**src/rtl/pipe_mac_rx_receiver.sv**
```systemverilog
// PIPE MAC receive path: COM symbol lock, SKP stripping, error accounting and a FWFT output FIFO.
// Optional macro PIPE_MAC_RX_LAST_ERR_EN adds the Last_Err_Status output.
module pipe_mac_rx_receiver #(
  parameter int FIFO_DEPTH     = 8,
  parameter int LOCK_COM_COUNT = 2,
  parameter int ERR_LIMIT      = 4
) (
  input  logic       PCLK,
  input  logic       Reset,
  input  logic [7:0] Rx_Data,
  input  logic       Rx_DataK,
  input  logic       Rx_Valid,
  input  logic [2:0] Rx_Status,
  output logic [7:0] Out_Data,
  output logic       Out_DataK,
  output logic       Out_Valid,
  input  logic       Out_Ready,
`ifdef PIPE_MAC_RX_LAST_ERR_EN
  output logic [2:0] Last_Err_Status,
`endif
  output logic       Locked,
  output logic [15:0] Err_Count,
  output logic       Overflow
);

  localparam int AW = $clog2(FIFO_DEPTH);
  localparam int CW = AW + 1;
  localparam logic [3:0]    LOCK_N  = 4'(LOCK_COM_COUNT);
  localparam logic [3:0]    ERR_N   = 4'(ERR_LIMIT);
  localparam logic [CW-1:0] DEPTH_N = CW'(FIFO_DEPTH);

  typedef enum logic [0:0] {UNLOCKED = 1'b0, LOCKED = 1'b1} state_t;

  state_t      state_r, state_s;
  logic [3:0]  com_cnt_r, com_cnt_s;
  logic [3:0]  err_run_r, err_run_s;

  logic        good_s, err_s, com_s, skp_s;
  logic        wr_s, rd_s, full_s, wr_acc_s;

  logic [8:0]    mem_r [FIFO_DEPTH];
  logic [AW-1:0] wr_ptr_r, rd_ptr_r;
  logic [CW-1:0] count_r;
  logic [15:0]   err_cnt_r;
  logic          ovf_r;

  // Symbol classification
  always_comb begin
    good_s = 1'b0;
    err_s  = 1'b0;
    case (Rx_Status)
      3'b000, 3'b001, 3'b010: good_s = Rx_Valid;
      3'b100, 3'b101, 3'b110, 3'b111: err_s = Rx_Valid;
      default: begin
        good_s = 1'b0;
        err_s  = 1'b0;
      end
    endcase
    com_s = good_s & Rx_DataK & (Rx_Data == 8'hBC);
    skp_s = good_s & Rx_DataK & (Rx_Data == 8'h1C);
  end

  // Lock FSM next-state and counter updates
  always_comb begin
    state_s   = state_r;
    com_cnt_s = com_cnt_r;
    err_run_s = err_run_r;
    case (state_r)
      UNLOCKED: begin
        if (com_s) begin
          if ((com_cnt_r + 4'd1) == LOCK_N) begin
            state_s   = LOCKED;
            com_cnt_s = 4'd0;
            err_run_s = 4'd0;
          end else begin
            com_cnt_s = com_cnt_r + 4'd1;
          end
        end else if (err_s || !Rx_Valid) begin
          com_cnt_s = 4'd0;
        end else begin
          com_cnt_s = com_cnt_r;
        end
      end
      LOCKED: begin
        if (!Rx_Valid) begin
          state_s = UNLOCKED;
        end else if (err_s) begin
          err_run_s = err_run_r + 4'd1;
          if ((err_run_r + 4'd1) == ERR_N) begin
            state_s = UNLOCKED;
          end else begin
            state_s = LOCKED;
          end
        end else if (com_s) begin
          err_run_s = 4'd0;
        end else begin
          err_run_s = err_run_r;
        end
      end
      default: begin
        state_s   = UNLOCKED;
        com_cnt_s = 4'd0;
        err_run_s = 4'd0;
      end
    endcase
  end

  // Lock FSM state register
  always_ff @(posedge PCLK or posedge Reset) begin
    if (Reset) begin
      state_r   <= UNLOCKED;
      com_cnt_r <= 4'd0;
      err_run_r <= 4'd0;
    end else begin
      state_r   <= state_s;
      com_cnt_r <= com_cnt_s;
      err_run_r <= err_run_s;
    end
  end

  // A read in the same cycle frees a slot, so a full FIFO still accepts the write
  always_comb begin
    wr_s     = (state_r == LOCKED) & good_s & ~skp_s;
    full_s   = (count_r == DEPTH_N);
    rd_s     = Out_Valid & Out_Ready;
    wr_acc_s = wr_s & (~full_s | rd_s);
  end

  // FIFO pointers, occupancy and sticky overflow
  always_ff @(posedge PCLK or posedge Reset) begin
    if (Reset) begin
      wr_ptr_r <= {AW{1'b0}};
      rd_ptr_r <= {AW{1'b0}};
      count_r  <= {CW{1'b0}};
      ovf_r    <= 1'b0;
    end else begin
      if (wr_acc_s) wr_ptr_r <= wr_ptr_r + AW'(1);
      else          wr_ptr_r <= wr_ptr_r;
      if (rd_s) rd_ptr_r <= rd_ptr_r + AW'(1);
      else      rd_ptr_r <= rd_ptr_r;
      if (wr_acc_s && !rd_s)      count_r <= count_r + CW'(1);
      else if (rd_s && !wr_acc_s) count_r <= count_r - CW'(1);
      else                        count_r <= count_r;
      if (wr_s && full_s && !rd_s) ovf_r <= 1'b1;
      else                         ovf_r <= ovf_r;
    end
  end

  // FIFO storage; contents are don't-care while the slot is unoccupied
  always_ff @(posedge PCLK) begin
    if (wr_acc_s) mem_r[wr_ptr_r] <= {Rx_DataK, Rx_Data};
  end

  // Saturating error counter
  always_ff @(posedge PCLK or posedge Reset) begin
    if (Reset) begin
      err_cnt_r <= 16'h0000;
    end else if (err_s && (err_cnt_r != 16'hFFFF)) begin
      err_cnt_r <= err_cnt_r + 16'd1;
    end else begin
      err_cnt_r <= err_cnt_r;
    end
  end

`ifdef PIPE_MAC_RX_LAST_ERR_EN
  logic [2:0] last_err_r;

  // Capture status of the most recent errored symbol
  always_ff @(posedge PCLK or posedge Reset) begin
    if (Reset)      last_err_r <= 3'b000;
    else if (err_s) last_err_r <= Rx_Status;
    else            last_err_r <= last_err_r;
  end

  assign Last_Err_Status = last_err_r;
`endif

  // Head is masked while empty so the data outputs read zero after reset
  assign Out_Valid = (count_r != {CW{1'b0}});
  assign Out_Data  = Out_Valid ? mem_r[rd_ptr_r][7:0] : 8'h00;
  assign Out_DataK = Out_Valid ? mem_r[rd_ptr_r][8]   : 1'b0;
  assign Locked    = (state_r == LOCKED);
  assign Err_Count = err_cnt_r;
  assign Overflow  = ovf_r;

endmodule

```
**config.mk**
```make
export PLATFORM = sky130hd
export DESIGN_NAME = pipe_mac_rx_receiver
export DESIGN_NICKNAME = d
export VERILOG_FILES = /design/src/rtl/pipe_mac_rx_receiver.sv
export SDC_FILE = /design/constraint.sdc
export NUM_CORES = 1
export LEC_CHECK = 0
export CORE_MARGIN = 10
export CORE_UTILIZATION = 30
export DETAILED_ROUTE_END_ITERATION = 10
export PLACE_DENSITY = 0.56
export SETUP_SLACK_MARGIN = 0.02
export SLEW_MARGIN = 10
export SYNTH_ARGS = -nofsm -noshare
export SYNTH_HDL_FRONTEND = slang
export SYNTH_SLANG_ARGS = --single-unit
```
**constraint.sdc**
```tcl
create_clock -name PCLK -period 2.4 [get_ports PCLK]
set_input_delay 0.36 -clock PCLK [delete_from_list [all_inputs] [get_ports PCLK]]
set_output_delay 0.36 -clock PCLK [all_outputs]
set_load 0.02 [all_outputs]
```
### Word level (Yosys, flattened, before mapping)

Memory sizes are Yosys's and may differ from the RTL's.
Cells that the tools add are included.

| cells by class | value |
|---|---|
| multiplexer cells | 23 |
| $add $sub $neg | 7 |
| equality and inequality tests | 16 |
| reductions and logical operators | 17 |
| bitwise operators | 11 |

Operators with widths:

| operator | number |
|---|---|
| $mux W4 | 10 |
| $add A16 B1 Y16 const B | 1 |
| $ne A16 B16 Y1 const B | 1 |
| $add A4 B1 Y4 const B | 3 |
| $eq A3 B3 Y1 const B | 4 |
| $mux W1 | 10 |
| $eq A8 B5 Y1 const B | 1 |
| $eq A8 B8 Y1 const B | 1 |
| $mux W8 | 1 |
| $pmux W4 S2 | 1 |
| $and A1 B1 Y1 | 7 |
| $add A3 B1 Y3 const B | 2 |
| $ne A2 B2 Y1 const B | 3 |
| $logic_and A1 B1 Y1 | 5 |
| $eq A4 B2 Y1 const B | 1 |
| $eq A4 B3 Y1 const B | 1 |
| $eq A4 B4 Y1 const B | 1 |
| $reduce_and A4 Y1 | 1 |
| $reduce_bool A2 Y1 | 2 |
| $reduce_bool A4 Y1 | 1 |
| $reduce_or A4 Y1 | 1 |
| $sub A4 B1 Y4 const B | 1 |
| $eq A3 B1 Y1 const B | 1 |
| $eq A3 B2 Y1 const B | 1 |
| other kinds (9) | 13 |

| word-level totals | value |
|---|---|
| input bits | 16 |
| output and inout bits | 28 |
| flip-flop bits (word level) | 36 |
| RAM bits | 72 |
| memories kept | 1 |
| logic and storage cells | 83 |

Memories:

| memory | depth | width | rd ports | clocked after Yosys merged registers in | wr ports | RTL line | source |
|---|---|---|---|---|---|---|---|
| mem_r | 8 | 9 | 1 | 0 | 1 | 41 | `logic [8:0] mem_r [FIFO_DEPTH];` |

### Depth between registers and ports, before layout

| logic depth | value |
|---|---|
| word-level depth | 12 |
| mapped depth | 11 |
| mapped depth without buffers | 11 |

### Worst setup path before layout

Ideal clock, no wire load.

| timing path | value |
|---|---|
| path kind | register -> register |
| start point | register count_r[0] |
| end point | register count_r[3] |
| arrival | 2.386 ns |
| slack | -0.066 ns |
| buffers on the path | 0 |
| setup time | 0.080 ns |
| period minus slack after synthesis | 2.466 ns |
| data required time | 2.320 ns |
| cell stages (with the launch flop) | 11 |
| cells stage by stage | dfrtp_1 -> nor4_4 -> inv_2 -> nand2_2 -> ha_1 -> inv_1 -> ha_1 -> a21o_1 -> a21oi_1 -> mux2i_1 -> xnor2_1 |

| between the ends | value |
|---|---|
| cells in the longest elaborated chain, start to end | 7 |
| elaborated cells on any way between the ends | 15 |
| those cells by class | 2 x add/sub; 1 x eq/ne; 2 x mux; 4 x bitwise; 6 x reduce/logical |

RTL lines:

| what | RTL line | source |
|---|---|---|
| from (decl) | 43 | `logic [CW-1:0] count_r;` |
| from (signal assigned) | 134 | `count_r <= {CW{1'b0}};` |
| from (signal assigned) | 141 | `if (wr_acc_s && !rd_s) count_r <= count_r + CW'(1);` |
| from (signal assigned) | 142 | `else if (rd_s && !wr_acc_s) count_r <= count_r - CW'(1);` |
| $reduce_bool A4 Y1 (*) | 179 | `assign Out_Valid = (count_r != {CW{1'b0}});` |
| net Out_Valid | 16 | `output logic Out_Valid,` |
| $and A1 B1 Y1 (*) | 125 | `rd_s = Out_Valid & Out_Ready;` |
| $or A1 B1 Y1 | 126 | `wr_acc_s = wr_s & (~full_s \| rd_s);` |
| $and A1 B1 Y1 | 126 |  |
| $logic_not A1 Y1 | 142 |  |
| $logic_and A1 B1 Y1 | 142 |  |
| $reduce_bool A2 Y1 (no line) | -- |  |

Mark *: on every way through the listed nets, which the timed path passes. The rest lies on a longest branch. The select of a mux whose other input is x is not followed.
A chain may end at the register's enable or synchronous reset.

### Final worst setup path

| timing path | value |
|---|---|
| start point | register rd_ptr_r[0] |
| end point | output Out_DataK |

| between the ends | value |
|---|---|
| cells in the longest elaborated chain, start to end | 2 |

RTL lines:

| what | RTL line | source |
|---|---|---|
| from (decl) | 42 | `logic [AW-1:0] wr_ptr_r, rd_ptr_r;` |
| from (signal assigned) | 133 | `rd_ptr_r <= {AW{1'b0}};` |
| from (signal assigned) | 139 | `if (rd_s) rd_ptr_r <= rd_ptr_r + AW'(1);` |
| from (signal assigned) | 140 | `else rd_ptr_r <= rd_ptr_r;` |
| $mem_v2 Z8 W9 | -- |  |
| $mux W1 | 181 | `assign Out_DataK = Out_Valid ? mem_r[rd_ptr_r][8] : 1'b0;` |
| to (decl) | 15 | `output logic Out_DataK,` |

No other way between the ends.

==> impl_metrics.py <==
metrics = {
    "sta": {
        "tns_ns": 0,
        "final.period_utilization_pct": 94.5,
        "max_slew_margin_pct": 68.7,
        "rsz0062_at_grt": "no",
        "setup_violations": 0,
        "fmax_ghz": 0.441,
        "finalHoldViolCount": 0,
        "period_needed_ns": 2.27,
        "finClkSkew_ns": 0.00701,
        "tightest_slew_ns": 0.470,
        "slew_viol_final": 0,
    },
    "final_layout": {
        "fill_cells": 1436,
        "stdcell_area_mm2": 0.00612,
        "utilization_pct": 39.8,
        "drive_gt1_share_pct": 27.9,
        "fin_nets": 423,
        "area_growth_pct": 28.5,
        "diodes": 0,
    },
    "clocking": {
        "htree_levels": 3,
        "cts_buffers": 9,
        "clock-sinks": 108,
        "clockRootBuffer": "clkbuf_16",
        "cts_tree": "built",
        "insertion_delay_ns": 0.35,
        "clk_pin_slew_worst_paths_ns": 0.08,
        "cts_buffer_depth": 2,
        "cts_hold_repair.buffers": 0,
    },
    "die": {
        "initial_core_util_pct": 31.0,
        "die_h_um": 146,
        "dieArea_mm2": 0.0213,
        "row_count": 45,
        "die_w_um": 146,
        "core_mm2": 0.0154,
        "ios": 44,
    },
    "logic_synthesis": {
        "synthesis.area_mm2": 0.00476,
        "synthesis.nets": 331,
        "synth_edf_count": 72,
        "yosysSeqAreaShare_pct": 64.3,
        "ys_seq_elements": 108,
        "synth_warnings": 0,
        "post_synth.cell_area_avg_um2": 15.6,
        "synth_cell_type_count": 56,
        "synthArstFlopShare_pct": 33.3,
        "syn_inst": 305,
        "synth_ff_type": "edfxtp_1",
    },
    "placed_design": {
        "place.detailed.hpwl_um": 6790,
        "port_buffers": 43,
        "place.gp.congestion": 0.750,
        "placed_area_mm2": 0.00572,
    },
    "pwr": {
        "p_leak_nw": 2.35,
        "ir_worst_vdd_mv": 0.424,
        "power_per_cell_area_mw_per_mm2": 924,
    },
    "setup_path": {
        "arrival_ns": 1.91,
        "cp_max_fo": 10,
        "cp_data_required_time_ns": 2.04,
        "startpoint_type": "flip-flop",
        "critical_path_class": "reg2out",
        "endpoint_kind": "primary output",
    },
    "global_route": {
        "grt_pass1_vias": 3031,
        "grt_max_degree": 37,
        "grt_pass1_wl_um": 16700,
        "grtUsageTotal_pct": 9.82,
        "antenna_found_initial": 0,
        "overflow": 0,
    },
    "route": {
        "wl_per_cell_um": 16.6,
        "routed_wl_um": 10200,
        "via_count": 2887,
        "routed_via_density": 4.71,
        "drtIter0Drc": 134,
        "firstDrtPassIters": 6,
        "antenna_left": 0,
        "post-route-drc-count": 0,
    },
    "min_path": {
        "worst_hold_path_type": "in2reg",
    },
    "flow_run": {
        "drv_cap": 0,
    },
    "status": {
        "status": "finished, final reports clean",
    },
}
-- report_power, final --
part | switching, mW | total (mW) | internal (mW)
logic | 0.894 | 1.84 | 0.948
clock network | 0.704 | 1.54 | 0.837
registers | 0.170 | 2.27 | 2.10
-- registers in the layout (all words and copies together), names as in the netlist --
| register | flops |
|---|---|
| Err_Count | 16 |
| Locked | 1 |
| Overflow | 1 |
| com_cnt_r | 4 |
| count_r | 4 |
| err_run_r | 4 |
| mem_r | 72 |
| rd_ptr_r | 3 |
| wr_ptr_r | 3 |
-- critical path: stages, from the launching register on --
cell and delay [ns]:
dfrtp_2 0.39, buf_12 0.15, mux4_2 0.50, mux2i_1 0.13, nor2_1 0.05, dlygate4sd2_1 0.32
-- repair_timing --
action / 4_1_cts / 5_1_grt
endpoints found under the setup margin: 12 / 4
hold endpoints to repair: 0 / 0
gates cloned: 1 / 0
buffers inserted: 1 / 6
pin swaps: 1 / 6
resized for setup: 28 / 16
-- stage by stage --
stage | std cells | hold slack, ns | total power, mW | worst slack (ns)
after floorplan | 305 | 0.459 | 3.41 | -0.0201
after global placement | 589 | 0.489 | 4.14 | -0.436
after detailed placement | 589 | 0.506 | 4.17 | -0.510
after CTS | 607 | 0.399 | 5.70 | 0.0116
after global routing | 613 | 0.411 | 5.97 | 0.0267
final | 613 | 0.386 | 5.66 | 0.131
-- placed cells by master (no fill, tap or decap), types with 3 or more instances in the layout --
cell type,n
buf_4,42
ha_1,8
nand2_1,15
nor2_1,19
mux4_2,18
buf_2,5
and4_1,4
a21oi_1,4
dlygate4sd2_1,5
and3_1,3
clkbuf_16,9
clkdlybuf4s50_1,29
nand3_1,7
a32o_1,3
mux2i_1,10
nor3_1,9
xnor2_1,15
inv_8,3
o21ai_0,3
xor2_1,6
dfrtp_2,3
nand3b_1,3
nand4_1,8
dfrtp_1,33
inv_1,5
nand2_2,3
mux2_1,3
nand3_2,4
edfxtp_1,72
nor3b_4,3
dlymetal6s2s_1,3
-- logic make-up after synthesis --
family          after synthesis  share of synthesized area [%]
compound gates               27                           4.10
xor+xnor                     21                           3.86
fa+ha+maj                    10                           2.79
buf+inv                      14                           1.50
flops                       108                           64.3
mux                          34                           12.1
simple gates                 91                           11.4
-- per-layer routing --
| layer | track usage [%] | vias up | wire (um) |
|---|---|---|---|
| met1 | 12.9 | 1451 | 4880 |
| met2 | 15.0 | 60 | 4650 |
| met3 | 3.45 | 10 | 541 |
| met4 | 2.70 | 0 | 120 |
| li1 | - | 1366 | - |
| met5 | 0 | - | 0 |
-- final timing paths --
| kind | slack, ns | cells after the start | from | endpoint |
|---|---|---|---|---|
| worst max register to register | 0.20 | 10 | count_r[0]$_DFFE_PP0P_ | count_r[3]$_DFFE_PP0P_ |
| worst min-delay path | 0.39 | 2 | Rx_Data[3] | mem_r[0][3]$_DFFE_PP_ |
| min in group asynchronous | 0.42 | 3 | Reset | Err_Count[5]$_DFFE_PP0P_ |
| worst max-delay path | 0.13 | 5 | rd_ptr_r[0]$_DFFE_PP0N_ | Out_DataK |
| worst min register to register | 0.50 | 1 | Err_Count[15]$_DFFE_PP0P_ | Err_Count[15]$_DFFE_PP0P_ |
| max in group asynchronous | 1.63 | 3 | Reset | count_r[0]$_DFFE_PP0P_ |
-- cell type report --
type	count	area, um2	share of cell area (%)
Sequential cell	108	3070	50.1
Clock inverter	7	86.3	1.41
Timing Repair Buffer	88	785	12.8
Multi-Input combinational cell	183	1670	27.2
Inverter	7	26.3	0.429
Tap cell	211	264	4.31
Clock buffer	9	225	3.68
-- synthesized netlist by cell type, types with 4 or more instances --
cell type  number  area, um2
dfrtp_1        36        901
nand4_1         8       50.1
nand2_1        17       63.8
nor3_1          9       45.0
and4_1          4       35.0
xor2_1          6       52.6
edfxtp_1       72       2160
mux4_2         18        405
nand3_1         8       40.0
ha_1            9        113
inv_1           6       22.5
xnor2_1        15        131
nor2_1         19       71.3
mux2i_1        11        110
a21oi_1         5       25.0
No activity file was read; power rests on OpenSTA's default activity.
